### config.mk
export PLATFORM = sky130hd
export DESIGN_NAME = rowwise_sum_buffer
export DESIGN_NICKNAME = d
export VERILOG_FILES = /design/src/rtl/rowwise_sum_buffer.sv
export SDC_FILE = /design/constraint.sdc
export NUM_CORES = 1
export LEC_CHECK = 0
export ABC_CLOCK_PERIOD_IN_PS = 5550
export CORE_MARGIN = 1.5
export CORE_UTILIZATION = 60
export DETAILED_ROUTE_END_ITERATION = 7
export PLACE_DENSITY = 0.79
export SYNTH_ARGS = -nofsm -noshare
export SYNTH_HDL_FRONTEND = slang
export SYNTH_SLANG_ARGS = --single-unit
### constraint.sdc
create_clock -name clk_i -period 5.55 [get_ports clk_i]
set_input_delay 1.11 -clock clk_i [delete_from_list [all_inputs] [get_ports clk_i]]
set_output_delay 1.11 -clock clk_i [all_outputs]
set_load 0.005 [all_outputs]
### src/rtl/rowwise_sum_buffer.sv
// Buffers one row of fixed-point elements, accumulates the saturated row sum, then replays (element, sum) beats.
// Optional build macro ROWWISE_SUM_ABS_EN accumulates |element| (L1 norm) instead of the signed element.
module rowwise_sum_buffer #(
   parameter int RowLength           = 16,
   parameter int FixedPointPrecision = 16
) (
   input  logic                           clk_i,
   input  logic                           rst_i,
   input  logic                           in_valid_i,
   output logic                           in_ready_o,
   input  logic [FixedPointPrecision-1:0] in_data_i,
   output logic                           out_valid_o,
   input  logic                           out_ready_i,
   output logic [FixedPointPrecision-1:0] out_a_o,
   output logic [FixedPointPrecision-1:0] out_b_o,
   output logic                           out_last_o,
   output logic                           busy_o
);

   localparam int P         = FixedPointPrecision;
   localparam int CntWidth  = $clog2(RowLength) + 1;
   localparam int AccWidth  = P + $clog2(RowLength) + 1;
   localparam int AddrWidth = $clog2(RowLength);

   typedef logic signed [P-1:0] fixed_point_t;
   localparam fixed_point_t FixedPointMax = {1'b0, {(P-1){1'b1}}};
   localparam fixed_point_t FixedPointMin = {1'b1, {(P-1){1'b0}}};
   localparam logic signed [AccWidth-1:0] AccMax = {{(AccWidth-P+1){1'b0}}, {(P-1){1'b1}}};
   localparam logic signed [AccWidth-1:0] AccMin = {{(AccWidth-P+1){1'b1}}, {(P-1){1'b0}}};

   typedef enum logic {FILL, DRAIN} state_t;

   state_t                      state;
   logic [CntWidth-1:0]         wr_cnt;
   logic [CntWidth-1:0]         rd_cnt;
   logic signed [AccWidth-1:0]  acc;
   logic signed [AccWidth-1:0]  acc_sum;
   fixed_point_t                addend;
   fixed_point_t                sat_sum;
   fixed_point_t                sum_q;
   fixed_point_t                out_a;
   logic                        out_last;
   fixed_point_t                row_buf [RowLength];
   logic                        in_fire;
   logic                        out_fire;
   logic                        last_in;
   logic [AddrWidth-1:0]        wr_addr;
   logic [AddrWidth-1:0]        rd_next_addr;
   logic [CntWidth-1:0]         rd_cnt_inc;

   assign in_fire      = (state == FILL) && in_valid_i;
   assign out_fire     = (state == DRAIN) && out_ready_i;
   assign last_in      = (wr_cnt == CntWidth'(RowLength - 1));
   assign wr_addr      = AddrWidth'(wr_cnt);
   assign rd_cnt_inc   = rd_cnt + 1'b1;
   assign rd_next_addr = AddrWidth'(rd_cnt_inc);

   always_comb begin
`ifdef ROWWISE_SUM_ABS_EN
      // The most negative value has no positive twin, so clamp it before accumulating.
      if (in_data_i == FixedPointMin)
         addend = FixedPointMax;
      else if (in_data_i[P-1])
         addend = -in_data_i;
      else
         addend = in_data_i;
`else
      addend = in_data_i;
`endif
      acc_sum = acc + $signed({{(AccWidth-P){addend[P-1]}}, addend});
      if (acc_sum > AccMax)
         sat_sum = FixedPointMax;
      else if (acc_sum < AccMin)
         sat_sum = FixedPointMin;
      else
         sat_sum = acc_sum[P-1:0];
   end

   always_ff @(posedge clk_i) begin
      if (in_fire)
         row_buf[wr_addr] <= in_data_i;
   end

   always_ff @(posedge clk_i or posedge rst_i) begin
      if (rst_i) begin
         state    <= FILL;
         wr_cnt   <= '0;
         rd_cnt   <= '0;
         acc      <= '0;
         sum_q    <= '0;
         out_a    <= '0;
         out_last <= 1'b0;
      end else begin
         case (state)
            FILL: begin
               if (in_fire) begin
                  acc    <= acc_sum;
                  wr_cnt <= wr_cnt + 1'b1;
                  if (last_in) begin
                     // Index 0 was written several cycles ago, so it is safe to read on this edge.
                     state    <= DRAIN;
                     sum_q    <= sat_sum;
                     out_a    <= row_buf[0];
                     out_last <= 1'b0;
                  end
               end
            end
            DRAIN: begin
               if (out_fire) begin
                  if (out_last) begin
                     state    <= FILL;
                     rd_cnt   <= '0;
                     wr_cnt   <= '0;
                     acc      <= '0;
                     out_last <= 1'b0;
                  end else begin
                     rd_cnt   <= rd_cnt_inc;
                     out_a    <= row_buf[rd_next_addr];
                     out_last <= (rd_cnt_inc == CntWidth'(RowLength - 1));
                  end
               end
            end
            default: state <= FILL;
         endcase
      end
   end

   assign in_ready_o  = (state == FILL);
   assign out_valid_o = (state == DRAIN);
   assign busy_o      = (state == DRAIN) || (wr_cnt != '0);
   assign out_a_o     = out_a;
   assign out_b_o     = sum_q;
   assign out_last_o  = out_last;

endmodule

* Word level (Yosys, flattened, before mapping)
Memory sizes are Yosys's and may differ from the RTL's.
Index checks and enable logic that the tools add are counted.
** Word-level totals
- Register bits after elaboration :: 65
- RAM bits :: 256
- Output and inout port bits :: 36
- Logic and storage cells :: 58
- Memories kept :: 1
** Memory list
- row_buf :: words 16, bits a word 16, read ports 2, clocked after Yosys merged registers in 0, wr ports 1, RTL line 43 : fixed_point_t row_buf [RowLength];
** Operators by class
- Add/subtract/negate cells :: 3
- Order comparisons :: 2
- Equality and inequality tests :: 7
- Muxes and demuxes :: 28
- Bitwise gates (word level) :: 1
- Reductions and logical operators :: 9
** Operators by type and width (number)
- $mux W16 :: 6
- $mux W21 :: 3
- $pmux W21 S2 :: 1
- $pmux W16 S2 :: 1
- $add A21 B16 Y21 :: 1
- $gt A21 B16 Y1 const B :: 1
- $lt A21 B16 Y1 const B :: 1
- $mux W5 :: 4
- $add A5 B1 Y5 const B :: 2
- $eq A5 B4 Y1 const B :: 2
- $mux W1 :: 10
- $pmux W5 S2 :: 1
- $reduce_and A3 Y1 :: 3
- $ne A2 B1 Y1 const B :: 4
- $reduce_bool A5 Y1 :: 1
- $pmux W1 S2 :: 2
- $reduce_and A4 Y1 :: 1
- $logic_and A1 B1 Y1 :: 2
- $ne A2 B2 Y1 const B :: 1
- $reduce_and A2 Y1 :: 1
- $logic_or A1 B1 Y1 :: 1
- $not A1 Y1 :: 1

* Depth between registers and ports, before layout
Gate-level depths: netlist (run 1).
- Depth in word-level cells :: 5
- Depth in mapped cells :: 13

* Worst setup path after synthesis (run 1)
OpenSTA, ideal clock, no wires.
- Path kind :: in2reg
- Start point :: input in_data_i[6]
- End point :: register sum_q[0], in the netlist out_b_o[0]
- Library setup time :: 0.121 ns
- Arrival :: 3.659 ns
- Data required time :: 5.429 ns
- Setup slack :: 1.769 ns
- Stages :: 11
- Buffers on the path :: 1
- Cell sequence :: ha_1 > o21a_1 > o2111a_1 > o21ai_2 > nand3_1 > a221o_1 > xor2_1 > or4_1 > o31a_1 > buf_6 > o22a_1
** Between the ends
- Cells in the longest elaborated chain, start to end :: 4
- Elaborated cells on any way between the ends :: 5
** RTL lines
- start, declared :: RTL line 11 : input logic [FixedPointPrecision-1:0] in_data_i,
- $add A21 B16 Y21 * :: RTL line 70 : acc_sum = acc + $signed({{(AccWidth-P){addend[P-1]}}, addend});
- $lt A21 B16 Y1 :: RTL line 73 : else if (acc_sum < AccMin)
- $mux W16 :: RTL line 73
- $mux W16 * :: RTL line 71 : if (acc_sum > AccMax)
- end signal, assigned :: RTL line 102 : sum_q <= sat_sum;
- end, declared :: RTL line 40 : fixed_point_t sum_q;
Mark *: on every way between the ends. The rest lies on a longest branch, timed or not.
A chain may end at the register's enable or synchronous reset.

* Worst setup path in the final report (run 1)
- Start point :: input in_data_i[3]
- End point :: register sum_q[3], in the netlist out_b_o[3]
Same word-level chain as after synthesis.

==> results of run 1 <==
[cell families (layout without fill, tap and decap cells)]
group / count (synthesis) / count (layout) / share of synthesized area [%]
DFF: 321 / 321 / 68.91
and+or+nand+nor: 157 / 157 / 5.230
AOI/OAI and AO/OA: 119 / 119 / 5.870
muxes: 97 / 97 / 14.60
buffers and inverters: 50 / 162 / 1.444
adders and majority gates: 28 / 28 / 2.648
xor gates and xnor gates: 20 / 20 / 1.296
[path summary, 6_finish.rpt]
path	from	to	slack [ns]	cells past startpoint
max	in_data_i[3]	out_b_o[3]	0.93	11
min	out_b_o[15]	out_b_o[15]	0.49	2
max reg2reg	rd_cnt[0]	out_a_o[3]	1.69	7
min reg2reg	out_b_o[15]	out_b_o[15]	0.49	2
max in group asynchronous	rst_i	wr_cnt[1]	3.49	3
min in group asynchronous	rst_i	out_a_o[1]	1.08	2
[metal layers]
metal	vias up	part of all wire, %	wire [microns]	global-route usage, %
met5	-	0.033	11	0
met2	378	52	17080	49.87
li1	3322	-	-	-
met4	2	2.7	906	7.890
met3	81	7.2	2401	4.054
met1	4148	38	12750	40.63
[worst reg2reg max path: stages (launching register included)]
cell and delay (ns):
dfrtp_4 0.80, inv_1 0.18, ha_2 1.03, buf_4 0.56, mux4_2 0.41, mux4_2 0.48
mux2i_1 0.18, o21ai_1 0.09
[flip-flops by register name, indices dropped and copies added (netlist names)]
signal       count
out_valid_o      1
out_a_o         16
out_b_o         16
acc             21
out_last_o       1
wr_cnt           5
rd_cnt           5
row_buf        256
[synth_stat cells (all sizes together) (9+ instances only)]
library cell / number
o21ai: 45
mux2i: 16
xor2: 12
mux4: 80
a21oi: 16
o22a: 15
nand3: 22
nor2: 42
edfxtp: 256
inv: 14
clkbuf: 29
nand2: 57
nand2b: 9
dfrtp: 65
ha: 27
[cells in the final DEF (no fill, tap or decap), drive strengths merged, types with 3 or more instances in the layout]
cell | Yosys | layout
mux4 | 80 | 80
xnor2 | 8 | 8
ha | 27 | 27
clkinv | 0 | 12
xor2 | 12 | 12
dfrtp | 65 | 65
nor3 | 3 | 3
nand3 | 22 | 22
o21ai | 45 | 45
clkdlybuf4s50 | 0 | 55
and3 | 7 | 7
nand2b | 9 | 9
a211oi | 3 | 3
o31ai | 5 | 5
a31oi | 5 | 5
edfxtp | 256 | 256
nor2 | 42 | 42
buf | 7 | 35
a21o | 6 | 6
o22a | 15 | 15
nor2b | 4 | 4
o211ai | 3 | 3
nand4 | 4 | 4
nand2 | 57 | 57
o21bai | 4 | 4
and2 | 4 | 4
bufinv | 0 | 5
clkbuf | 29 | 38
a21oi | 16 | 16
mux2i | 16 | 16
inv | 14 | 15
[stage by stage]
step	util (%)	instances	instance area, sq um	setup slack (ns)	power, mW
after CTS	71.07	1184	15610	1.001	8.928
final	71.07	1184	15610	0.9345	8.902
after global placement	66.36	1126	14570	0.7295	6.626
after floorplan	-	792	13520	1.769	5.609
after global routing	71.07	1184	15610	0.6476	9.312
after detailed placement	66.36	1126	14570	0.5376	6.772
[report_power, final]
part           internal [mW]  switching, mW
clock                   1.26          0.874
sequential              2.98          0.262
combinational           1.69           1.84
[final cells by class]
cell class                 instances  share of cell area [%]
sequential                       321                   59.71
clock buffer                      38                   5.140
clock inverter                    20                   1.483
inverter                          14                  0.3368
timing repair buffer              90                   5.212
multi-input combinational        421                   25.87
tap                              280                   2.245
==> run_results.csv, run 1 <==
group,metric,value,unit
outcome,status,"complete, but fails checks",
outcome,violations,"design-rule violations",
critical_path,crit_path_frequent_cell,"o211ai_1",
critical_path,crit_chain,"clkdlybuf4s50_1 > ha_1 > o211ai_1 > o211ai_1 > a221oi_2 > o31ai_1 > nor4_1 > a211o_1 > a41oi_1 > nor2_1 > o22a_1",
global_route,grt_max_degree,41,
detailed_routing,avgRoutedWirePerCell,27.99,microns
logic_synthesis,syn_area_per_cell,17.06,sq um
detailed_routing,vias,7931,
timing,post-route-period-util,83.16,%
floorplanning,num_io_pins,56,
final_layout,fillers,1312,
logic_synthesis,ys_seq_area_share,68.91,%
timing,drv_slew,0,
timing,fin_crit,4.616,ns
floorplanning,coreArea,21960,sq um
timing,hold_viol,0,
timing,rsz0062_at_grt,"false",
logic_synthesis,synth_area,13520,sq um
detailed_routing,drt-total-wl,33140,microns
clock_network,clock_latency,0.57,ns
critical_path,crit_buf_inv,1,
clock_network,ctsHoldBuffers,0,
final_layout,drive_above_1_share,19.03,%
floorplanning,start_util,61.55,%
worst_hold_path,hold_class,"reg2reg",
global_route,overflow,0,
clock_network,clockBufferDepth,3,
final_layout,layout.area.seq,9318,sq um
floorplanning,die_w,153.1,microns
timing,clock.fmax,216.7,MHz
placed_design,port_buffers,55,
final_layout,layout.nets,927,
global_route,antenna_found_initial,1,
logic_synthesis,synth-async-reset-ratio,20.25,%
logic_synthesis,synth_edf_count,256,
global_route,track_usage,29.36,%
logic_synthesis,yosys.area.top_type,"edfxtp_1",
critical_path,critPathCaptureType,"flip-flop",
timing,setup-violations-final,0,
global_route,grt_pass1_wl,50330,microns
critical_path,critPathTopFamily,"compound AO/OA/AOI/OAI gates",
floorplanning,dieArea,23440,sq um
logic_synthesis,synthCells,792,
clock_network,h-tree-depth,1,
floorplanning,rows,54,
pwr,peakVddDrop,753.1,uV
critical_path,start_kind,"input port",
timing,max-slew-margin-rel,19.01,%
timing,setup_tns,0,ns
logic_synthesis,synthTopCellsByArea,"edfxtp_1, mux4_2, dfrtp_1",
placed_design,dpl.hpwl,19940,microns
timing,finClkSkew,0.02391,ns
run,maxCapViolCount,0,
placed_design,gp_congestion,0.8506,
detailed_routing,drt_iter0_drc,771,
timing,worst_pin_slew,1.212,ns
critical_path,critical_path_class,"in2reg",
detailed_routing,drc,4,
logic_synthesis,ys.flop_type,"edfxtp_1",
pwr,p_leak,5.544,nW
timing,whs,0.4925,ns
clock_network,cts.sinks,321,
clock_network,clkTransAtPathRegs,0.06,ns
detailed_routing,avgViaCountPerCell,6.698,
logic_synthesis,yosysTopAreaCellShare,56.88,%
final_layout,area_growth,15.46,%
logic_synthesis,synth-seq-cells,321,
detailed_routing,first_pass_iters,7,
final_layout,n_antenna_cell,0,
clock_network,cts_tree,"built",
clock_network,cts_buffers,31,
final_layout,multi_input_area,4038,sq um
critical_path,slowest_delay,0.89,ns
logic_synthesis,yosysWarnings,0,
critical_path,required,5.98,ns
critical_path,path_max_fanout,17,
floorplanning,die_height,153.1,microns
clock_network,cts_resized,0,
clock_network,cts_setup_buffers,0,
pwr,power.density,570.5,nW/um^2
critical_path,arrival,5.05,ns
logic_synthesis,ys_types,49,
logic_synthesis,syn-num-nets,840,
critical_path,crit_slowest_cell,"a41oi_1",
detailed_routing,final_antenna_net_count,0,
clock_network,cts_root_buf,"clkbuf_16",
global_route,grt_pass1_vias,8067,
Note: power is estimated with default switching activity, not from simulation.
==> run 2: changes to the inputs <==
Settings changed: ABC_CLOCK_PERIOD_IN_PS 5550 to 4680.
Clock period 5.55 ns to 4.68 ns, I/O delays scaled along.
==> run_results.csv, run 2 (synthesized netlist as in run 1, its figures left out) <==
group,metric,value,unit
clock_network,ctsHoldBuffers,0,
global_route,grt_pass1_vias,8091,
timing,drv_slew,0,
pwr,power.density,664.0,nW/um^2
timing,post-route-period-util,84.68,%
clock_network,clockBufferDepth,3,
timing,worst_pin_slew,1.194,ns
final_layout,largest_reg_flops,256,
detailed_routing,final_antenna_net_count,0,
critical_path,required,5.11,ns
timing,worst_slack,0.7172,ns
critical_path,arrival,4.39,ns
detailed_routing,drt_iter0_drc,905,
clock_network,cts_buffers,31,
floorplanning,coreArea,21960,sq um
placed_design,port_buffers,55,
detailed_routing,first_pass_iters,7,
final_layout,final_common_cell,"edfxtp_1",
critical_path,startpoint,"in_data_i[10]",
clock_network,cts_tree,"built",
global_route,grt_pass1_wl,48510,microns
floorplanning,die_w,153.1,microns
timing,finClkSkew,0.02508,ns
final_layout,layout.nets,940,
clock_network,clkTransAtPathRegs,0.06,ns
final_layout,most-common-layout-cells,"edfxtp_1, mux4_2, dfrtp_1",
timing,fin_crit,3.963,ns
clock_network,clock_latency,0.57,ns
global_route,track_usage,28.09,%
detailed_routing,vias,7788,
global_route,antenna_found_initial,0,
final_layout,largest_register,"row_buf",
worst_hold_path,min_from,"out_a_o[14]",
floorplanning,rows,54,
pwr,p_leak,5.588,nW
detailed_routing,avgRoutedWirePerCell,26.64,microns
timing,hold_viol,0,
detailed_routing,avgViaCountPerCell,6.501,
critical_path,critPathCaptureType,"flip-flop",
clock_network,cts_setup_buffers,0,
clock_network,h-tree-depth,1,
floorplanning,dieArea,23440,sq um
floorplanning,num_io_pins,56,
clock_network,cts_root_buf,"clkbuf_16",
critical_path,critical_path_class,"in2reg",
pwr,peakVddDrop,488.3,uV
critical_path,start_kind,"input port",
placed_design,dpl.hpwl,19530,microns
final_layout,area_growth,16.14,%
detailed_routing,wl_met2,15950,microns
timing,setup_tns,0,ns
timing,max-slew-margin-rel,20.43,%
clock_network,cts.sinks,321,
final_layout,fillers,1313,
final_layout,top_regs,"row_buf (256), acc (21)",
global_route,grt_max_degree,49,
timing,clock.fmax,252.3,MHz
run,maxCapViolCount,0,
detailed_routing,top_layer_used,"met4",
worst_hold_path,hold_class,"reg2reg",
detailed_routing,wl_met3,2671,microns
timing,rsz0062_at_grt,"false",
outcome,violations,"design-rule violations",
clock_network,cts_resized,0,
detailed_routing,wl_met1,12180,microns
detailed_routing,drc,8,
floorplanning,die_height,153.1,microns
outcome,status,"complete, but fails checks",
final_layout,drive_above_1_share,20.07,%
critical_path,timing.rr.start,"rd_cnt[0]",
critical_path,path_max_fanout,15,
placed_design,place_ws,0.1995,ns
global_route,overflow,0,
timing,setup-violations-final,0,
floorplanning,start_util,61.55,%
placed_design,gp_congestion,0.9058,
detailed_routing,drt-total-wl,31920,microns
[run 2: cell types whose count changed in the layout (fill, tap and decap cells not counted), sizes merged]
cell,before,now
buf,35,48
clkbuf,38,44
clkinv,12,6
bufinv,5,2
inv,15,17
clkinvlp,2,3
diode,0,1
[run 2: area by class of cell]
type / count / area [sq um] / area share, %
flip-flops and latches: 321 / 9318 / 59.36
multi-input cells: 421 / 4038 / 25.72
repair buffers: 103 / 948.4 / 6.042
clock buffers: 44 / 844.6 / 5.381
well taps: 280 / 350.3 / 2.232
clock inverters: 14 / 142.6 / 0.9087
inverters: 14 / 52.55 / 0.3348
diodes: 1 / 2.502 / 0.01594
[run 2: critical path, cell delays in order]
cell             delay [ns]
clkdlybuf4s50_1        0.50
ha_1                   0.40
and2_1                 0.22
a221oi_2               0.39
nand3_1                0.16
a221o_1                0.38
xor2_1                 0.17
or4_1                  0.52
o31a_1                 0.44
o22a_1                 0.26
[run 2: stage by stage]
stage / util (%) / cells / hold slack (ns) / total power [mW] / cell area (sq um)
final: 71.48 / 1198 / 0.4905 / 10.42 / 15700
after global routing: 71.47 / 1197 / 0.5141 / 10.91 / 15690
after CTS: 71.47 / 1197 / 0.4900 / 10.46 / 15690
after detailed placement: 66.97 / 1139 / 0.4745 / 8.002 / 14710
after global placement: 66.97 / 1139 / 0.4685 / 7.876 / 14710
after floorplan: - / 792 / 0.4509 / 6.651 / 13520
[run 2: routing by layer]
layer | track usage, % | up-vias
met2 | 46.84 | 383
met1 | 38.20 | 3981
met3 | 4.395 | 81
li1 | - | 3343
met5 | 0 | -
met4 | 10.04 | 0
[run 2: final timing paths]
path | to | depth (start not counted) | slack [ns]
worst max-delay path | out_b_o[5] | 10 | 0.72
worst min-delay path | out_a_o[14] | 2 | 0.49
worst max register to register | out_a_o[4] | 7 | 1.19
worst min register to register | out_a_o[14] | 2 | 0.49
max in group asynchronous | rd_cnt[0] | 3 | 2.72
min in group asynchronous | out_a_o[3] | 2 | 1.02
[run 2: power breakdown]
group          switching, mW  internal (mW)  total (mW)  leakage (nW)
registers              0.268           3.54        3.81          3.12
logic                   2.15           2.04        4.19          2.00
clock network           1.05           1.38        2.43         0.472
total                   3.47           6.95        10.4          5.59
